===== config.mk =====
export PLATFORM = sky130hd
export DESIGN_NAME = mc_refresh_scheduler
export DESIGN_NICKNAME = d
export VERILOG_FILES = /design/src/rtl/mc_refresh_scheduler.sv
export SDC_FILE = /design/constraint.sdc
export NUM_CORES = 1
export LEC_CHECK = 0
export CAP_MARGIN = 20
export CELL_PAD_IN_SITES_DETAIL_PLACEMENT = 1
export CELL_PAD_IN_SITES_GLOBAL_PLACEMENT = 1
export CORE_UTILIZATION = 42
export DETAILED_ROUTE_END_ITERATION = 10
export PLACE_DENSITY = 0.74
export SYNTH_ARGS = -nofsm -noshare
export SYNTH_HDL_FRONTEND = slang
export SYNTH_SLANG_ARGS = --single-unit

===== constraint.sdc =====
create_clock -name clk -period 2.92 [get_ports clk]
set_clock_uncertainty 0.15 [all_clocks]
set_input_delay 0.292 -clock clk [delete_from_list [all_inputs] [get_ports clk]]
set_output_delay 0.292 -clock clk [all_outputs]
set_load 0.03 [all_outputs]

===== src/rtl/mc_refresh_scheduler.sv =====
// Periodic DRAM refresh scheduler: tREFI tick generation, postponed-refresh tracking, tRFC hold-off, self-refresh entry/exit.
// Optional urgency statistics counter when MC_REF_URGENT_STATS_EN is defined.
module mc_refresh_scheduler #(
  parameter int TREFI_CYC    = 7800,
  parameter int TRFC_CYC     = 350,
  parameter int MAX_POSTPONE = 8
) (
  input  logic        clk,
  input  logic        reset,
  input  logic        enable,
  input  logic        ref_ack,
  input  logic        sr_req,
  input  logic        sr_exit,
  output logic        ref_req,
  output logic        ref_urgent,
  output logic        busy_trfc,
  output logic        sr_active,
  output logic [3:0]  pending_cnt,
  output logic        ref_overflow
`ifdef MC_REF_URGENT_STATS_EN
  ,
  output logic [15:0] urgent_cycles
`endif
);

  localparam int CW = (TREFI_CYC > 2) ? $clog2(TREFI_CYC) : 1;
  localparam int TW = (TRFC_CYC > 1) ? $clog2(TRFC_CYC) : 1;
  localparam logic [CW-1:0] TICK_RELOAD = CW'(TREFI_CYC - 1);
  localparam logic [TW-1:0] TRFC_LAST   = TW'(TRFC_CYC - 1);
  localparam logic [3:0]    MAX_P       = 4'(MAX_POSTPONE);

  typedef enum logic [1:0] {
    ST_IDLE = 2'd0,
    ST_TRFC = 2'd1,
    ST_SR   = 2'd2
  } state_t;

  state_t        state_q, state_d;
  logic [CW-1:0] tick_cnt_q, tick_cnt_d;
  logic [TW-1:0] trfc_cnt_q, trfc_cnt_d;
  logic [3:0]    pending_q, pending_d;
  logic          overflow_q, overflow_d;
  logic          tick;
  logic          ack_ok;

  assign tick   = (state_q != ST_SR) && enable && (tick_cnt_q == '0);
  assign ack_ok = (state_q == ST_IDLE) && (pending_q != 4'd0) && ref_ack;

  always_comb begin
    state_d    = state_q;
    tick_cnt_d = tick_cnt_q;
    trfc_cnt_d = trfc_cnt_q;
    pending_d  = pending_q;
    overflow_d = overflow_q;

    if (state_q == ST_SR) begin
      tick_cnt_d = TICK_RELOAD;
    end else if (enable) begin
      tick_cnt_d = tick ? TICK_RELOAD : tick_cnt_q - CW'(1);
    end

    // A tick coinciding with an accepted REF frees and refills the same slot.
    if (tick && !ack_ok) begin
      if (pending_q == MAX_P) overflow_d = 1'b1;
      else                    pending_d  = pending_q + 4'd1;
    end else if (!tick && ack_ok) begin
      pending_d = pending_q - 4'd1;
    end

    case (state_q)
      ST_IDLE: begin
        if (ack_ok) begin
          state_d    = ST_TRFC;
          trfc_cnt_d = TRFC_LAST;
        end else if (sr_req && (pending_q == 4'd0)) begin
          state_d   = ST_SR;
          pending_d = 4'd0;
        end
      end
      ST_TRFC: begin
        if (trfc_cnt_q == '0) state_d    = ST_IDLE;
        else                  trfc_cnt_d = trfc_cnt_q - TW'(1);
      end
      ST_SR: begin
        // One refresh is owed immediately after leaving self-refresh.
        pending_d = sr_exit ? 4'd1 : 4'd0;
        if (sr_exit) state_d = ST_IDLE;
      end
      default: state_d = ST_IDLE;
    endcase
  end

  always_ff @(posedge clk) begin
    if (reset) begin
      state_q    <= ST_IDLE;
      tick_cnt_q <= TICK_RELOAD;
      trfc_cnt_q <= '0;
      pending_q  <= 4'd0;
      overflow_q <= 1'b0;
    end else begin
      state_q    <= state_d;
      tick_cnt_q <= tick_cnt_d;
      trfc_cnt_q <= trfc_cnt_d;
      pending_q  <= pending_d;
      overflow_q <= overflow_d;
    end
  end

  assign ref_req      = (state_q == ST_IDLE) && (pending_q != 4'd0);
  assign ref_urgent   = (state_q != ST_SR) && (pending_q == MAX_P);
  assign busy_trfc    = (state_q == ST_TRFC);
  assign sr_active    = (state_q == ST_SR);
  assign pending_cnt  = pending_q;
  assign ref_overflow = overflow_q;

`ifdef MC_REF_URGENT_STATS_EN
  logic [15:0] urgent_cycles_q;

  always_ff @(posedge clk) begin
    if (reset) begin
      urgent_cycles_q <= 16'd0;
    end else if (ref_urgent && (urgent_cycles_q != 16'hFFFF)) begin
      urgent_cycles_q <= urgent_cycles_q + 16'd1;
    end
  end

  assign urgent_cycles = urgent_cycles_q;
`endif

endmodule


==> flow_summary.json <==
{
  "worstPathArrival_ps": 2220,
  "netlist_area_um2": 1490,
  "clock-root-buffer": "clkbuf_4",
  "finalSetupViolations": 0,
  "yosysWarnings": 0,
  "start_util_pct": 44.31,
  "critPathCaptureType": "output port",
  "async_reset_ff_share_pct": 0,
  "rsz0062_at_grt": "false",
  "track_usage_pct": 22.96,
  "dr.pass1.iters": 4,
  "peakVddDrop_uv": 333.8,
  "cp_max_fo": 5,
  "antenna_found_initial": 0,
  "io_pins": 15,
  "cts_buffers": 5,
  "cts_tree": "yes",
  "critPathTopFamily": "buffers and inverters",
  "final_util_pct": 53.68,
  "die_w_um": 61.57,
  "relSlewSlack_pct": 57.46,
  "wl_um": 3776,
  "cp_cell_sequence": "inv_1 -> ha_1 -> nor3b_1 -> nor3_1 -> clkdlybuf4s50_1",
  "p_clk_share_pct": 23.1,
  "internal_power_w": 0.0009265,
  "drc_errors": 0,
  "netlist.area_leader.share_pct": 38.96,
  "finalSetupTns_ps": 0,
  "num_antenna_cells": 0,
  "fin_nets": 202,
  "post_cts_resized": 0,
  "die_y_um": 61.57,
  "maxCapViolations": 0,
  "synth.area.top_cells": "dfxtp_1 (39%), xor2_1 (5.3%), a211oi_1 (4.5%)",
  "yosysUniqueCellTypes": 40,
  "grt_pass1_wl_um": 6279,
  "start_kind": "register",
  "vias": 1327,
  "slew_violations": 0,
  "cts_sinks": 29,
  "max_slew.worst_pin.slew_ps": 629.8,
  "powerDensity_nw_per_um2": 852.6,
  "hp-class": "reg -> reg",
  "via_per_inst": 5.576,
  "cts.clk_slew.worst_paths_ps": 100,
  "grt_pass1_vias": 1411,
  "synth_common_cells": "dfxtp_1 (29), nand2_1 (14), nor2_1 (11)",
  "required_ps": 2480,
  "leakagePower_nw": 0.6532,
  "grt_overflow": 0,
  "path_buf_inv": 2,
  "status": "finished, final reports clean",
  "cp_slowest_cell": "clkdlybuf4s50_1",
  "synthFlopType": "dfxtp_1",
  "crit_path_max_incr_delay_ps": 610,
  "port_buffers": 14,
  "netSwitchingPower_w": 0.0006129,
  "ant_nets": 0,
  "synth_cells": 169,
  "synth_edf_count": 0,
  "seqPwrFrac_pct": 36.5,
  "worstSkewPairLatency_ps": 340,
  "worst_slack_ps": 256.2,
  "gp_congestion": 0.7636,
  "syn_nets": 180,
  "swShare_pct": 39.81,
  "grt_max_degree": 14,
  "period_minus_slack_ps": 2664,
  "post_drt_wl_per_cell_um": 15.87,
  "place_hpwl_um": 2713,
  "drive_gt1_share_pct": 9.896,
  "drt_iter0_drc": 73,
  "dieArea_um2": 3790,
  "dp_slack_ps": 158.0,
  "synth_area_leader_cell": "dfxtp_1",
  "path_class": "reg -> out",
  "syn_area_per_cell_um2": 8.818,
  "cts_setup_buffers": 0,
  "power.total_w": 0.001539,
  "rows": 21,
  "pwr-share-comb_pct": 40.4,
  "areaGrowthSynthToFinish_pct": 21.16,
  "cts.path.max_buffers": 2,
  "max_freq_mhz": 375.4,
  "cts_hold_buffers": 0,
  "core_area_um2": 3363,
  "hold_viol": 0,
  "finalCritPeriodShare_pct": 91.23,
  "synth_seq_cells": 29,
  "synth.most_common_cell": "dfxtp_1",
  "yosysSeqAreaShare_pct": 38.96,
  "cts-htree-levels": 2
}
==> final cells by class <==
type                    count  area (um2)
clock buffers               7       55.05
clock inverters             1       30.03
fillers                   424        1558
inverters                  10       37.54
multi-input cells         125       859.6
flip-flops and latches     29       580.6
well taps                  46       57.56
repair buffers             20       185.2
==> through the flow <==
stage / hold slack [ps] / instances / area (um2)
floorplan: 270.4 / 169 / 1490
global placement: 300.8 / 230 / 1720
detailed placement: 333.1 / 230 / 1720
CTS: 350.4 / 238 / 1805
global route: 374.9 / 238 / 1805
finish: 344.3 / 238 / 1805
==> routing by layer <==
layer / vias to the layer above / wire length (um) / global-route usage [%]
met5: - / 0 / 0
met4: 0 / 55 / 8.254
met3: 6 / 106 / 6.513
met2: 14 / 1961 / 41.63
met1: 646 / 1653 / 25.42
li1: 661 / - / -
==> power by group through the flow <==
stage                     Combinational, W  Sequential (W)  Clock, W
after floorplan                   0.000407        0.000563         0
after global placement            0.000586        0.000558         0
after detailed placement          0.000615        0.000568         0
after CTS                         0.000623        0.000562  0.000363
after global routing              0.000687        0.000579  0.000378
final                             0.000622        0.000562  0.000356
==> worst register-to-register path, cell delays in order (launching register included) <==
cell and delay (ps):
dfxtp_1 430, inv_1 100, ha_1 250, nor3b_1 200
or4b_2 710, a21oi_1 300, a211oi_1 90, a211oi_1 220
==> sequential cells by signal, summed over array words and instances (netlist names) <==
register and flops:
tick_cnt_q 13, trfc_cnt_q 9, pending_cnt 4, state_q 2
ref_overflow 1
==> final timing paths <==
path,cells after the start,slack (ps),end,from
worst max-delay path,5,260,ref_req,pending_cnt[0]
worst min-delay path,1,340,trfc_cnt_q[8],trfc_cnt_q[8]
worst max register to register,7,380,pending_cnt[1],pending_cnt[0]
worst min register to register,1,340,trfc_cnt_q[8],trfc_cnt_q[8]
==> cells in the final DEF, fill, tap and decap left out, drive strengths merged, types with 5 or more instances in the layout <==
| master | count |
|---|---|
| nor3 | 10 |
| xor2 | 9 |
| or4 | 5 |
| dfxtp | 29 |
| inv | 10 |
| clkdlybuf4s50 | 14 |
| ha | 5 |
| nand2 | 14 |
| buf | 6 |
| nor4 | 5 |
| xnor2 | 5 |
| clkbuf | 7 |
| nor2 | 11 |
| a211oi | 9 |
==> logic make-up after synthesis <==
group / Yosys count / synth area share, %
flops: 29 / 38.96
xor+xnor: 14 / 8.229
mux: 1 / 0.6717
compound gates: 28 / 13.27
fa+ha+maj: 5 / 4.198
buf+inv: 15 / 3.779
simple gates: 77 / 30.90
Power figures use the tool's default switching activity.
